### config.mk
export PLATFORM = sky130hd
export DESIGN_NAME = apb_write_master
export DESIGN_NICKNAME = d
export VERILOG_FILES = /design/src/rtl/apb_write_master.sv
export SDC_FILE = /design/constraint.sdc
export NUM_CORES = 1
export LEC_CHECK = 0
export BUFFER_PORTS_ARGS = -buffer_cell sky130_fd_sc_hd__buf_2
export CAP_MARGIN = 30
export CORE_MARGIN = 1
export CORE_UTILIZATION = 46
export CTS_BUF_LIST = sky130_fd_sc_hd__clkbuf_8
export CTS_CLUSTER_DIAMETER = 200
export CTS_CLUSTER_SIZE = 24
export DETAILED_ROUTE_END_ITERATION = 7
export GPL_ROUTABILITY_DRIVEN = 0
export PLACE_DENSITY_LB_ADDON = 0.25
export RECOVER_POWER = 50
export SETUP_SLACK_MARGIN = 0.2
export SLEW_MARGIN = 20
export SYNTH_ARGS = -nofsm -noshare
export SYNTH_HDL_FRONTEND = slang
export SYNTH_SLANG_ARGS = --single-unit
export TNS_END_PERCENT = 50
### constraint.sdc
create_clock -name pclk -period 5.8 [get_ports pclk]
set_clock_uncertainty 0.2 [all_clocks]
set_input_delay 0.58 -clock pclk [delete_from_list [all_inputs] [get_ports pclk]]
set_output_delay 0.58 -clock pclk [all_outputs]
set_load 0.02 [all_outputs]
### src/rtl/apb_write_master.sv
// Purpose: queues write commands and plays each one out as an APB write (SETUP then ACCESS).
// Latency: psel rises 1 cycle after a push into an empty idle queue; a transfer takes 2 cycles plus pready wait states.
// Backpressure: cmd_ready drops while the queue is full; an ACCESS with no pready for TIMEOUT cycles is aborted.
//
// Ports:
//   pclk, presetn             clock (rising edge) and async active-low reset
//   cmd_valid/cmd_ready       command handshake; cmd_addr/cmd_wdata are the payload
//   psel/penable/pwrite       APB control, driven from the FSM state
//   paddr/pwdata              APB address/data, loaded from the queue head on SETUP entry
//   pready                    slave ready, sampled only in ACCESS
//   xfer_done/xfer_err        one-cycle completion / timeout-abort pulses
//   busy                      FSM active or commands still queued
//   xfer_count                completed transfers, wraps at 16 bits
module apb_write_master #(
    parameter int ADDR_W  = 8,
    parameter int DATA_W  = 8,
    parameter int DEPTH   = 4,
    parameter int TIMEOUT = 16
) (
    input  logic              pclk,
    input  logic              presetn,
    input  logic              cmd_valid,
    output logic              cmd_ready,
    input  logic [ADDR_W-1:0] cmd_addr,
    input  logic [DATA_W-1:0] cmd_wdata,
    output logic              psel,
    output logic              penable,
    output logic              pwrite,
    output logic [ADDR_W-1:0] paddr,
    output logic [DATA_W-1:0] pwdata,
    input  logic              pready,
    output logic              xfer_done,
    output logic              xfer_err,
    output logic              busy,
    output logic [15:0]       xfer_count
);

    localparam int AW     = $clog2(DEPTH);
    localparam int PW     = AW + 1;
    localparam int EW     = ADDR_W + DATA_W;
    localparam int WAIT_W = $clog2(TIMEOUT + 1);

    typedef enum logic [1:0] {
        IDLE   = 2'd0,
        SETUP  = 2'd1,
        ACCESS = 2'd2
    } state_t;

    state_t state, next_state;

    // ------------------------------------------------------------------
    // Command queue: extra pointer bit distinguishes full from empty.
    // ------------------------------------------------------------------
    logic [EW-1:0] mem [DEPTH];
    logic [PW-1:0] wr_ptr;
    logic [PW-1:0] rd_ptr;
    logic          fifo_empty;
    logic          fifo_full;
    logic          push;
    logic          pop;
    logic [EW-1:0] head;

    assign fifo_empty = (wr_ptr == rd_ptr);
    assign fifo_full  = (wr_ptr[AW] != rd_ptr[AW]) &&
                        (wr_ptr[AW-1:0] == rd_ptr[AW-1:0]);
    // Readiness looks only at the current fill level, so a pop in the same
    // cycle never lets a full queue take another command.
    assign cmd_ready  = !fifo_full;
    assign push       = cmd_valid && !fifo_full;
    // The head is consumed exactly when the FSM moves into SETUP.
    assign pop        = (next_state == SETUP);
    assign head       = mem[rd_ptr[AW-1:0]];

    always_ff @(posedge pclk) begin
        if (push) begin
            mem[wr_ptr[AW-1:0]] <= {cmd_addr, cmd_wdata};
        end
    end

    always_ff @(posedge pclk or negedge presetn) begin
        if (!presetn) begin
            wr_ptr <= '0;
            rd_ptr <= '0;
        end else begin
            if (push) begin
                wr_ptr <= wr_ptr + PW'(1);
            end
            if (pop) begin
                rd_ptr <= rd_ptr + PW'(1);
            end
        end
    end

    // ------------------------------------------------------------------
    // ACCESS wait-state counter; cleared on every SETUP entry.
    // ------------------------------------------------------------------
    logic [WAIT_W-1:0] wait_cnt;
    logic              done_evt;
    logic              timeout_evt;

    assign done_evt    = (state == ACCESS) && pready;
    // The last permitted ACCESS cycle is the one where wait_cnt = TIMEOUT-1,
    // so an unanswered transfer spends exactly TIMEOUT cycles in ACCESS.
    assign timeout_evt = (state == ACCESS) && !pready &&
                         (wait_cnt == WAIT_W'(TIMEOUT - 1));

    always_ff @(posedge pclk or negedge presetn) begin
        if (!presetn) begin
            wait_cnt <= '0;
        end else if (pop) begin
            wait_cnt <= '0;
        end else if ((state == ACCESS) && !pready && !timeout_evt) begin
            wait_cnt <= wait_cnt + WAIT_W'(1);
        end
    end

    // ------------------------------------------------------------------
    // FSM: state register / next-state / outputs
    // ------------------------------------------------------------------
    always_ff @(posedge pclk or negedge presetn) begin
        if (!presetn) begin
            state <= IDLE;
        end else begin
            state <= next_state;
        end
    end

    always_comb begin
        next_state = state;
        case (state)
            IDLE: begin
                if (!fifo_empty) begin
                    next_state = SETUP;
                end
            end
            SETUP: begin
                next_state = ACCESS;
            end
            ACCESS: begin
                if (pready) begin
                    next_state = fifo_empty ? IDLE : SETUP;
                end else if (timeout_evt) begin
                    next_state = IDLE;
                end
            end
            default: begin
                next_state = IDLE;
            end
        endcase
    end

    always_comb begin
        psel    = 1'b0;
        penable = 1'b0;
        pwrite  = 1'b0;
        case (state)
            SETUP: begin
                psel   = 1'b1;
                pwrite = 1'b1;
            end
            ACCESS: begin
                psel    = 1'b1;
                penable = 1'b1;
                pwrite  = 1'b1;
            end
            default: begin
                psel    = 1'b0;
                penable = 1'b0;
                pwrite  = 1'b0;
            end
        endcase
    end

    assign busy = (state != IDLE) || !fifo_empty;

    // ------------------------------------------------------------------
    // Address/data hold registers and status
    // ------------------------------------------------------------------
    logic [15:0] xfer_count_q;

    // paddr/pwdata only change on SETUP entry, which keeps them stable across
    // the whole transfer and holds the last values while idle.
    always_ff @(posedge pclk or negedge presetn) begin
        if (!presetn) begin
            paddr  <= '0;
            pwdata <= '0;
        end else if (pop) begin
            paddr  <= head[EW-1:DATA_W];
            pwdata <= head[DATA_W-1:0];
        end
    end

    always_ff @(posedge pclk or negedge presetn) begin
        if (!presetn) begin
            xfer_done    <= 1'b0;
            xfer_err     <= 1'b0;
            xfer_count_q <= '0;
        end else begin
            xfer_done <= done_evt;
            xfer_err  <= timeout_evt;
            if (done_evt) begin
                xfer_count_q <= xfer_count_q + 16'd1;
            end
        end
    end

    assign xfer_count = xfer_count_q;

endmodule

==> results.py, run 1 <==
metrics = {
    "clocking": {
        "worstSkewPairLatency_ns": 0.36,
        "post-cts-setup-buffers": 0,
        "ctsHoldBuffers": 0,
        "cts-htree-levels": 3,
        "cts.sinks": 111,
        "clockBufferDepth": 2,
        "cts_resized": 0,
        "cts.clk_slew.worst_paths_ns": 0.10,
        "numCtsBuffers": 9,
        "cts_tree": "done",
        "cts_root_buffer": "clkbuf_8",
    },
    "pwr": {
        "p_leak_uw": 0.00205,
        "p_sw_share_pct": 33.8,
        "switching_power_uw": 920,
        "power.share.clock_pct": 18.2,
        "p_int_uw": 1800,
        "irDropWorstVdd_uv": 234,
        "combPwrFrac_pct": 37.8,
        "power_density_mw_per_mm2": 532,
        "total_power_uw": 2720,
        "pwr-share-seq_pct": 44.0,
    },
    "cells_and_area": {
        "final_cell_mix": "edfxtp_1 (64), dfrtp_1 (47), clkbuf_1 (30), buf_2 (29), xnor2_1 (16)",
        "mostFrequentLayoutCell": "edfxtp_1",
        "fin_nets": 346,
        "synthToLayoutAreaGrowth_pct": 13.1,
        "n_fill_cell": 798,
        "diodes": 0,
        "drive_gt1_share_pct": 25.3,
    },
    "global_routing": {
        "grt-ovfl-total": 0,
        "antenna_found_initial": 0,
        "grt_max_degree": 48,
        "grtUsageTotal_pct": 16.0,
        "grt_pass1_wl_mm": 12.0,
        "first_global_vias": 2327,
    },
    "die": {
        "initial_utilization_pct": 48.3,
        "coreArea_mm2": 0.00937,
        "die_h_um": 101,
        "ioPinCount": 59,
        "die_area_mm2": 0.0102,
        "rows": 35,
        "die_x_um": 101,
    },
    "yosys": {
        "synth_flop_cell": "edfxtp_1",
        "synthDominantCellAreaShare_pct": 42.5,
        "synth-seq-cells": 111,
        "synth-edff-count": 64,
        "ys_seq_area_share_pct": 68.5,
        "postSynthNetCount": 281,
        "yosys_warnings": 0,
        "netlist_area_mm2": 0.00453,
        "syn_area_per_cell_um2": 18.1,
        "ys_types": 37,
        "synthCells": 250,
        "synthTopCellsByArea": "edfxtp_1 (42%), dfrtp_1 (26%), mux4_2 (6.5%)",
        "synth.largest_area_cell": "edfxtp_1",
        "async_reset_ff_share_pct": 42.3,
    },
    "run_status": {
        "violations": "capacitance limit, slew limit",
        "status": "complete, but fails checks",
    },
    "detailed_routing": {
        "drc_errors": 0,
        "vias_per_cell": 5.09,
        "wl_per_cell_um": 16.6,
        "vias": 2285,
        "dr.pass1.iters": 5,
        "ant_nets": 0,
        "drtIter0Drc": 115,
        "wl_mm": 7.43,
    },
    "placed_design": {
        "port_buffers": 58,
        "hpwl_mm": 4.78,
        "place_ws_ns": 2.49,
    },
    "sta": {
        "tightest_slew_ns": 2.64,
        "fin_tns_setup_ns": 0,
        "rsz0062_at_grt": "no",
        "finalSetupViolCount": 0,
        "drv_slew": 48,
        "relSlewSlack_pct": -76.3,
        "layout_worst_path_cycle_share_pct": 57.0,
        "setup_slack_ns": 2.49,
        "finalWorstPathRequiredPeriod_ns": 3.31,
        "hold_viol": 0,
        "fmax_ghz": 0.302,
    },
    "setup_path": {
        "end_kind": "flop",
        "worstPathArrival_ns": 3.36,
        "critical_path_peak_fanout": 14,
        "start_kind": "flop",
        "worstSetupPathType": "reg2reg",
        "r2r_cells": 8,
        "worstPathRequired_ns": 5.86,
    },
    "min_path": {
        "whs_path_depth": 1,
        "min_path_type": "in2reg",
    },
    "flow_run": {
        "max_cap_viol_count": 1,
    },
}
through the flow:
step	hold slack (ns)	util [%]	cell area [um2]	cells
after CTS	0.125	55.0	5160	449
after floorplan	0.0844	-	4530	250
after global routing	0.252	54.6	5120	449
after global placement	0.258	52.7	4940	433
after detailed placement	0.266	52.7	4940	433
final	0.265	54.6	5120	449
layout make-up:
cell class,count,area [um2],area share (%)
Clock inverter,7,96.3,1.88
Timing Repair Buffer,61,273,5.33
Sequential cell,111,3100,60.5
Inverter,8,30.0,0.587
Tap cell,129,161,3.15
Clock buffer,9,124,2.42
Multi-Input combinational cell,124,1340,26.1
sequential cells by signal, indices dropped and copies added (netlist names):
signal,cells
mem,64
paddr,8
pwdata,8
rd_ptr,3
state,2
wait_cnt,5
wr_ptr,3
xfer_count,16
xfer_done,1
xfer_err,1
per-layer routing:
layer | track usage, % | share of wire, % | vias to the layer above
li1 | - | - | 1061
met1 | 20.5 | 45 | 1163
met2 | 27.5 | 50 | 53
met3 | 3.86 | 3.6 | 8
met4 | 4.35 | 1.0 | 0
met5 | 0 | 0 | -
synthesized netlist by cell type (3+ instances only):
library cell,number
and2_1,6
and3_1,5
dfrtp_1,47
edfxtp_1,64
ha_1,11
inv_1,8
mux2_2,4
mux2_4,14
mux4_1,3
mux4_2,13
nand2_1,7
nand3_1,7
nand4_1,4
nor2_1,6
xnor2_1,16
xor2_1,9
worst max-delay path, cell delays in order, from the launching register on:
cell and delay, ns:
dfrtp_1 0.42, ha_1 0.22, and3_1 0.19, ha_1 0.21, nor3b_4 0.37, o21ai_2 0.14, a211oi_4 0.71, buf_4 0.37
mux2_2 0.36
power groups by stage:
stage	sequential (uW)	clock, uW	combinational (uW)
6_report	1200	497	1030
5_1_grt	1220	541	1120
4_1_cts	1200	510	1060
3_5_place_dp	1220	0	1060
3_3_place_gp	1210	0	1040
2_1_floorplan	1260	0	775
path summary, 6_finish.rpt:
kind                                start  slack [ns]        endpoint
max                           wait_cnt[0]        2.49       rd_ptr[1]
min                          cmd_wdata[6]        0.26       mem[3][6]
max reg2reg                   wait_cnt[0]        2.49       rd_ptr[1]
min reg2reg                xfer_count[15]        0.27  xfer_count[15]
max in group asynchronous         presetn        2.97       pwdata[7]
min in group asynchronous         presetn        0.94     wait_cnt[0]
cell families (layout without fill, tap and decap cells):
logic type | Yosys count | after routing | synth area share, %
AOI/OAI and AO/OA | 10 | 10 | 1.82
adders and majority gates | 11 | 11 | 3.04
xor gates and xnor gates | 26 | 26 | 5.20
buffers and inverters | 15 | 85 | 2.02
DFF | 111 | 111 | 68.5
and+or+nand+nor | 42 | 42 | 5.39
muxes | 35 | 35 | 14.1
Power figures use the tool's default switching activity.
==> run 2, diff against run 1 <==
- ABC_AREA: unset -> 1
- clock period: 5.8 -> 3 ns (I/O delays scaled with it)
==> run 2 against run 1 <==
Against the previous run:
- the flow now finishes without violations
- combinational power is 93% higher
- die area grew 4.1%
- register-to-register slack got worse by 1.9 ns
- non-clock buffer count rose by 26
- via count rose by 38%
- power increased by 88%
- sequential cell count did not move
- hold slack got worse by 0.096 ns
- routed wire length up 21%
- count of clock-buffer cells in the layout unchanged
- global-route usage up 2.1 points
- critical path type unchanged
- largest cell class unchanged
- largest power group unchanged
- highest routed layer unchanged
==> results.py, run 2 <==
metrics = {
    "placed_design": {
        "place_ws_ns": 0.595,
        "hpwl_mm": 5.79,
        "port_buffers": 58,
        "dpl.cell_count": 593,
        "dpl-instance-area_mm2": 0.00514,
    },
    "global_routing": {
        "grt-ovfl-total": 0,
        "antenna_found_initial": 0,
        "first_global_vias": 3023,
        "grt_max_degree": 35,
        "grtUsageTotal_pct": 18.1,
        "grt_pass1_wl_mm": 14.5,
    },
    "clocking": {
        "cts-htree-levels": 3,
        "cts_tree": "done",
        "worstSkewPairLatency_ns": 0.37,
        "numCtsBuffers": 9,
        "cts.sinks": 111,
        "clockBufferDepth": 2,
        "cts_resized": 0,
        "cts_root_buffer": "clkbuf_8",
        "cts.clk_slew.worst_paths_ns": 0.11,
    },
    "setup_path": {
        "r2r_end": "pwdata[6]",
        "end_kind": "flop",
        "timing.critical_path.to": "pwdata[6]",
        "start_kind": "flop",
        "worstPathRequired_ns": 3.05,
        "r2r_cells": 11,
        "worstSetupPathType": "reg2reg",
        "reg2reg_from": "wait_cnt[0]",
        "worstPathArrival_ns": 2.46,
        "r2r_slack_ns": 0.59,
        "crit_path_start": "wait_cnt[0]",
        "critical_path_peak_fanout": 24,
    },
    "sta": {
        "layout_worst_path_cycle_share_pct": 80.2,
        "rsz0062_at_grt": "no",
        "finalWorstPathRequiredPeriod_ns": 2.41,
        "relSlewSlack_pct": 26.3,
        "finalSetupViolCount": 0,
        "hold_viol": 0,
        "drv_slew": 0,
        "fin_tns_setup_ns": 0,
        "tightest_slew_ns": 1.11,
        "fmax_ghz": 0.416,
        "setup_slack_ns": 0.595,
    },
    "yosys": {
        "postSynthNetCount": 441,
        "synthDominantCellAreaShare_pct": 40.8,
        "synth_compound_area_share_pct": 6.34,
        "ys_seq_area_share_pct": 65.7,
        "synth_xor_area_share_pct": 3.53,
        "synth_most_common_cell": "nand2_1",
        "synth_commonest_cells": "nand2_1 (71), edfxtp_1 (64), dfrtp_1 (47), nor2_1 (42), o21ai_0 (33)",
        "async_reset_ff_share_pct": 42.3,
        "synthCells": 410,
        "synthMuxAreaShare_pct": 0.239,
        "syn_area_per_cell_um2": 11.5,
        "synth.largest_area_cell": "edfxtp_1",
        "synthAdderAreaFrac_pct": 2.92,
        "ys_types": 33,
        "synth_top_family_by_area": "simple AND/OR/NAND/NOR gates",
        "yosys_warnings": 0,
        "synth_simple_gate_area_share_pct": 15.9,
        "synth-edff-count": 64,
        "synth_flop_cell": "edfxtp_1",
        "synthTopCellsByArea": "edfxtp_1 (41%), dfrtp_1 (25%), nand2_1 (5.7%)",
        "synth-seq-cells": 111,
        "netlist_area_mm2": 0.00471,
    },
    "detailed_routing": {
        "ant_nets": 0,
        "wl_mm": 8.97,
        "wl_per_cell_um": 14.3,
        "dr.pass1.iters": 6,
        "drtIter0Drc": 135,
        "vias_per_cell": 5.03,
        "drc_errors": 0,
        "vias": 3152,
    },
    "pwr": {
        "irDropWorstVdd_uv": 417,
        "p_leak_uw": 0.00237,
        "power_density_mw_per_mm2": 935,
    },
    "die": {
        "die_h_um": 103,
        "rows": 36,
        "die_area_mm2": 0.0107,
        "ioPinCount": 59,
        "die_x_um": 103,
        "initial_utilization_pct": 47.8,
        "coreArea_mm2": 0.00986,
    },
    "cells_and_area": {
        "largest_reg_flops": 64,
        "stdcell_count": 627,
        "n_fill_cell": 838,
        "fin_nets": 520,
        "drive_gt1_share_pct": 14.8,
        "final_cell_mix": "nand2_1 (72), edfxtp_1 (64), dfrtp_1 (47), nor2_1 (42), clkbuf_1 (34)",
        "mostFrequentLayoutCell": "nand2_1",
        "diodes": 0,
        "fin_area_mm2": 0.00546,
        "synthToLayoutAreaGrowth_pct": 15.9,
    },
    "min_path": {
        "min_path_type": "in2reg",
    },
    "run_status": {
        "status": "finished clean",
    },
    "flow_run": {
        "max_cap_viol_count": 0,
    },
}
run 2: changes by cell type after synthesis, sizes merged, moves of 5 or more:
cell / before / now
o21ai: 2 / 35
nand2: 7 / 79
clkbuf: 1 / 8
nand4: 4 / 23
buf: 6 / 11
xnor2: 17 / 6
inv: 8 / 33
o22ai: 0 / 16
mux2: 18 / 1
and2: 6 / 0
nor2: 6 / 46
mux4: 16 / 0
run 2: cell families after synthesis:
logic type      Yosys count
buf+inv                  52
compound gates           55
fa+ha+maj                11
simple gates            161
xor+xnor                 19
flops                   111
mux                       1
run 2: area by class of cell:
cell class	instances	area, um2	area share (%)
Clock buffer	9	124	2.27
Clock inverter	7	76.3	1.40
Inverter	33	131	2.40
Multi-Input combinational cell	247	1360	24.9
Sequential cell	111	3100	56.7
Tap cell	133	166	3.05
Timing Repair Buffer	87	508	9.30
run 2: what timing repair did:
item,CTS,global route
setup buffers,0,0
endpoints found under the hold margin,84,0
hold buffers,18,0
run 2: worst min-delay path by stage:
| stage | startpoint | endpoint | depth (start not counted) |
|---|---|---|---|
| 2_1_floorplan | presetn | paddr[0] | 0 |
| 3_3_place_gp | pwdata[3] | pwdata[3] | 2 |
| 3_5_place_dp | presetn | wr_ptr[2] | 1 |
| 4_1_cts | cmd_valid | wr_ptr[0] | 3 |
| 5_1_grt | cmd_valid | wr_ptr[0] | 3 |
| 6_report | cmd_valid | wr_ptr[0] | 3 |
run 2: metal layers:
layer | vias up | wire [um] | global-route usage, %
met3 | 10 | 353 | 2.62
met5 | - | 0 | 0
met2 | 60 | 4200 | 29.5
met1 | 1529 | 4300 | 24.6
met4 | 0 | 113 | 7.58
li1 | 1553 | - | -
run 2: metrics by stage:
stage          hold WS (ns)  utilization (%)  total power, uW
2_1_floorplan        -0.196                -             3770
3_3_place_gp          0.251             51.9             4240
3_5_place_dp          0.101             52.1             4300
4_1_cts               0.157             56.0             5200
5_1_grt               0.181             55.4             5500
6_report              0.169             55.4             5110
run 2: power by group:
part | switching (uW) | total (uW) | internal [uW] | leakage, uW
clock | 551 | 885 | 335 | 0.000103
combinational | 1370 | 1990 | 616 | 0.00107
sequential | 209 | 2230 | 2020 | 0.00120
run 2: critical path, stage by stage, from the launching register on:
cell and delay, ns:
dfrtp_1 0.42, ha_1 0.22, and3_1 0.18, ha_1 0.17, inv_1 0.10, nand2_2 0.11
nor2_1 0.13, a21oi_2 0.06, nand2_2 0.08, nand3_2 0.39, nand2_1 0.18, nand2_1 0.07
==> run 3, diff against run 2 <==
- clock period: 3 -> 2.25 ns (I/O delays scaled with it)
==> run 3 against run 2 <==
Against the previous run:
- die area unchanged
- sequential cell count unchanged
- sequential power grew 34%
- count of clock-buffer cells in the layout did not move
- critical endpoint is now paddr[5]
- non-clock buffer count up 15
- cell area rose by 5.9%
- routed wire length up 6.9%
- sequential share of layout area decreased by 3.2 points
- hold slack got worse by 0.15 ns
- maximum frequency up 16%
==> results.py, run 3 (same netlist as run 2, synthesis figures left out) <==
metrics = {
    "run_status": {
        "status": "finished clean",
    },
    "setup_path": {
        "critical_path_peak_fanout": 9,
        "worstSetupPathType": "reg2reg",
        "crit_chain": "ha_2 -> and3_4 -> ha_4 -> inv_4 -> nand2_4 -> nor2_4 -> a21oi_2 -> nand2_2 -> nand3_4 -> clkbuf_16 -> nand2_1 -> nand2_1",
        "crit_slowest_cell": "dfrtp_1",
        "r2r_slack_ns": 0.17,
        "critPathMostFrequentCell": "nand2_1",
        "cp_top_family": "simple AND/OR/NAND/NOR gates",
        "worstPathRequired_ns": 2.32,
        "end_kind": "flop",
        "start_kind": "flop",
        "crit_buf_inv": 2,
        "worstPathArrival_ns": 2.15,
        "slowest_delay_ns": 0.41,
    },
    "pwr": {
        "irDropWorstVdd_uv": 538,
        "power_density_mw_per_mm2": 1290,
        "p_leak_uw": 0.00249,
        "power.share.clock_pct": 15.6,
        "pwr-share-seq_pct": 40.0,
        "p_sw_share_pct": 41.9,
        "combPwrFrac_pct": 44.4,
        "p_int_uw": 4340,
        "switching_power_uw": 3120,
    },
    "flow_run": {
        "max_cap_viol_count": 0,
    },
    "cells_and_area": {
        "largest_reg_flops": 64,
        "multiInputGateArea_mm2": 0.00150,
        "synthToLayoutAreaGrowth_pct": 22.7,
        "n_fill_cell": 800,
        "fin_area_mm2": 0.00579,
        "final_cell_mix": "edfxtp_1 (64), nand2_1 (58), dfrtp_1 (47), nor2_1 (38), clkbuf_1 (34)",
        "diodes": 0,
        "mostFrequentLayoutCell": "edfxtp_1",
        "stdcell_count": 642,
        "ff_latch_area_mm2": 0.00310,
        "fin_nets": 535,
        "drive_gt1_share_pct": 22.0,
    },
    "detailed_routing": {
        "drc_errors": 0,
        "vias": 3233,
        "dr.pass1.iters": 4,
        "vias_per_cell": 5.04,
        "ant_nets": 0,
        "wl_mm": 9.58,
        "wl_per_cell_um": 14.9,
        "drtIter0Drc": 141,
    },
    "clocking": {
        "cts_root_buffer": "clkbuf_8",
        "cts-htree-levels": 3,
        "cts.sinks": 111,
        "cts.clk_slew.worst_paths_ns": 0.11,
        "worstSkewPairLatency_ns": 0.38,
        "numCtsBuffers": 9,
        "clockBufferDepth": 2,
        "cts_tree": "done",
    },
    "placed_design": {
        "dpl-instance-area_mm2": 0.00520,
        "place_ws_ns": 0.109,
        "hpwl_mm": 5.89,
        "dpl.cell_count": 596,
        "port_buffers": 58,
    },
    "global_routing": {
        "first_global_vias": 3059,
        "grt_pass1_wl_mm": 14.8,
        "antenna_found_initial": 0,
        "grt-ovfl-total": 0,
        "grtUsageTotal_pct": 19.0,
        "grt_max_degree": 35,
    },
    "sta": {
        "hold_viol": 0,
        "relSlewSlack_pct": 27.1,
        "finalWorstPathRequiredPeriod_ns": 2.08,
        "fin_tns_setup_ns": 0,
        "drv_slew": 0,
        "finalSetupViolCount": 0,
        "tightest_slew_ns": 1.09,
        "fmax_ghz": 0.481,
        "rsz0062_at_grt": "yes",
        "setup_slack_ns": 0.172,
        "hold_ws_ns": 0.0221,
        "layout_worst_path_cycle_share_pct": 92.4,
    },
    "die": {
        "ioPinCount": 59,
        "coreArea_mm2": 0.00986,
        "die_area_mm2": 0.0107,
        "initial_utilization_pct": 47.8,
        "rows": 36,
        "die_h_um": 103,
        "die_x_um": 103,
    },
    "min_path": {
        "min_path_type": "in2reg",
    },
}
==> run 3: routing by layer <==
metal | global-route usage (%) | wire length (um) | vias to the layer above
li1 | - | - | 1587
met1 | 24.0 | 4080 | 1548
met2 | 32.1 | 4890 | 92
met3 | 5.31 | 528 | 6
met4 | 5.42 | 86 | 0
met5 | 0 | 0 | -
==> run 3: worst reg2reg max path: cells and delay by family, from the launching register on <==
family | cells | cell delay, ns
buffers and inverters | 2 | 0.26
AND/OR/NAND/NOR | 7 | 0.70
AO/OA/AOI/OAI | 1 | 0.05
flip-flops | 1 | 0.41
adder cells (fa/ha/maj) | 2 | 0.35
==> run 3: final timing paths <==
kind | startpoint | to | cells after the start
max reg2reg | wait_cnt[0] | paddr[5] | 12
max | wait_cnt[0] | paddr[5] | 12
min in group asynchronous | presetn | wait_cnt[2] | 2
min reg2reg | pwdata[6] | pwdata[6] | 2
min | cmd_valid | wr_ptr[0] | 3
max in group asynchronous | presetn | xfer_count[8] | 3
==> run 3: cell type report <==
type | instances | share of cell area (%)
Clock buffer | 9 | 2.14
Clock inverter | 7 | 1.23
Inverter | 33 | 2.36
Multi-Input combinational cell | 247 | 26.0
Sequential cell | 111 | 53.5
Tap cell | 133 | 2.88
Timing Repair Buffer | 102 | 11.9
==> run 3: timing repair <==
action                                 in CTS  in global routing
endpoints found under the hold margin      85                  0
hold buffers                               18                  0
gates cloned                                0                  2
setup endpoints to repair                  24                 29
pin swaps                                   0                  5
buffers inserted                            1                  9
resized for setup                           7                 30
==> run 3: power groups by stage <==
stage / registers [uW] / clock network, uW / logic [uW]
3_3_place_gp: 3000 / 0 / 2780
5_1_grt: 3040 / 1280 / 3680
6_report: 2990 / 1160 / 3310
3_5_place_dp: 3010 / 0 / 2850
4_1_cts: 2960 / 1200 / 2950
2_1_floorplan: 3160 / 0 / 1910
==> run 3: stage by stage <==
| stage | util (%) | power, uW |
|---|---|---|
| finish | 58.7 | 7460 |
| global route | 58.7 | 8000 |
| CTS | 56.8 | 7100 |
| detailed placement | 52.7 | 5860 |
| global placement | 52.7 | 5770 |
| floorplan | - | 5070 |
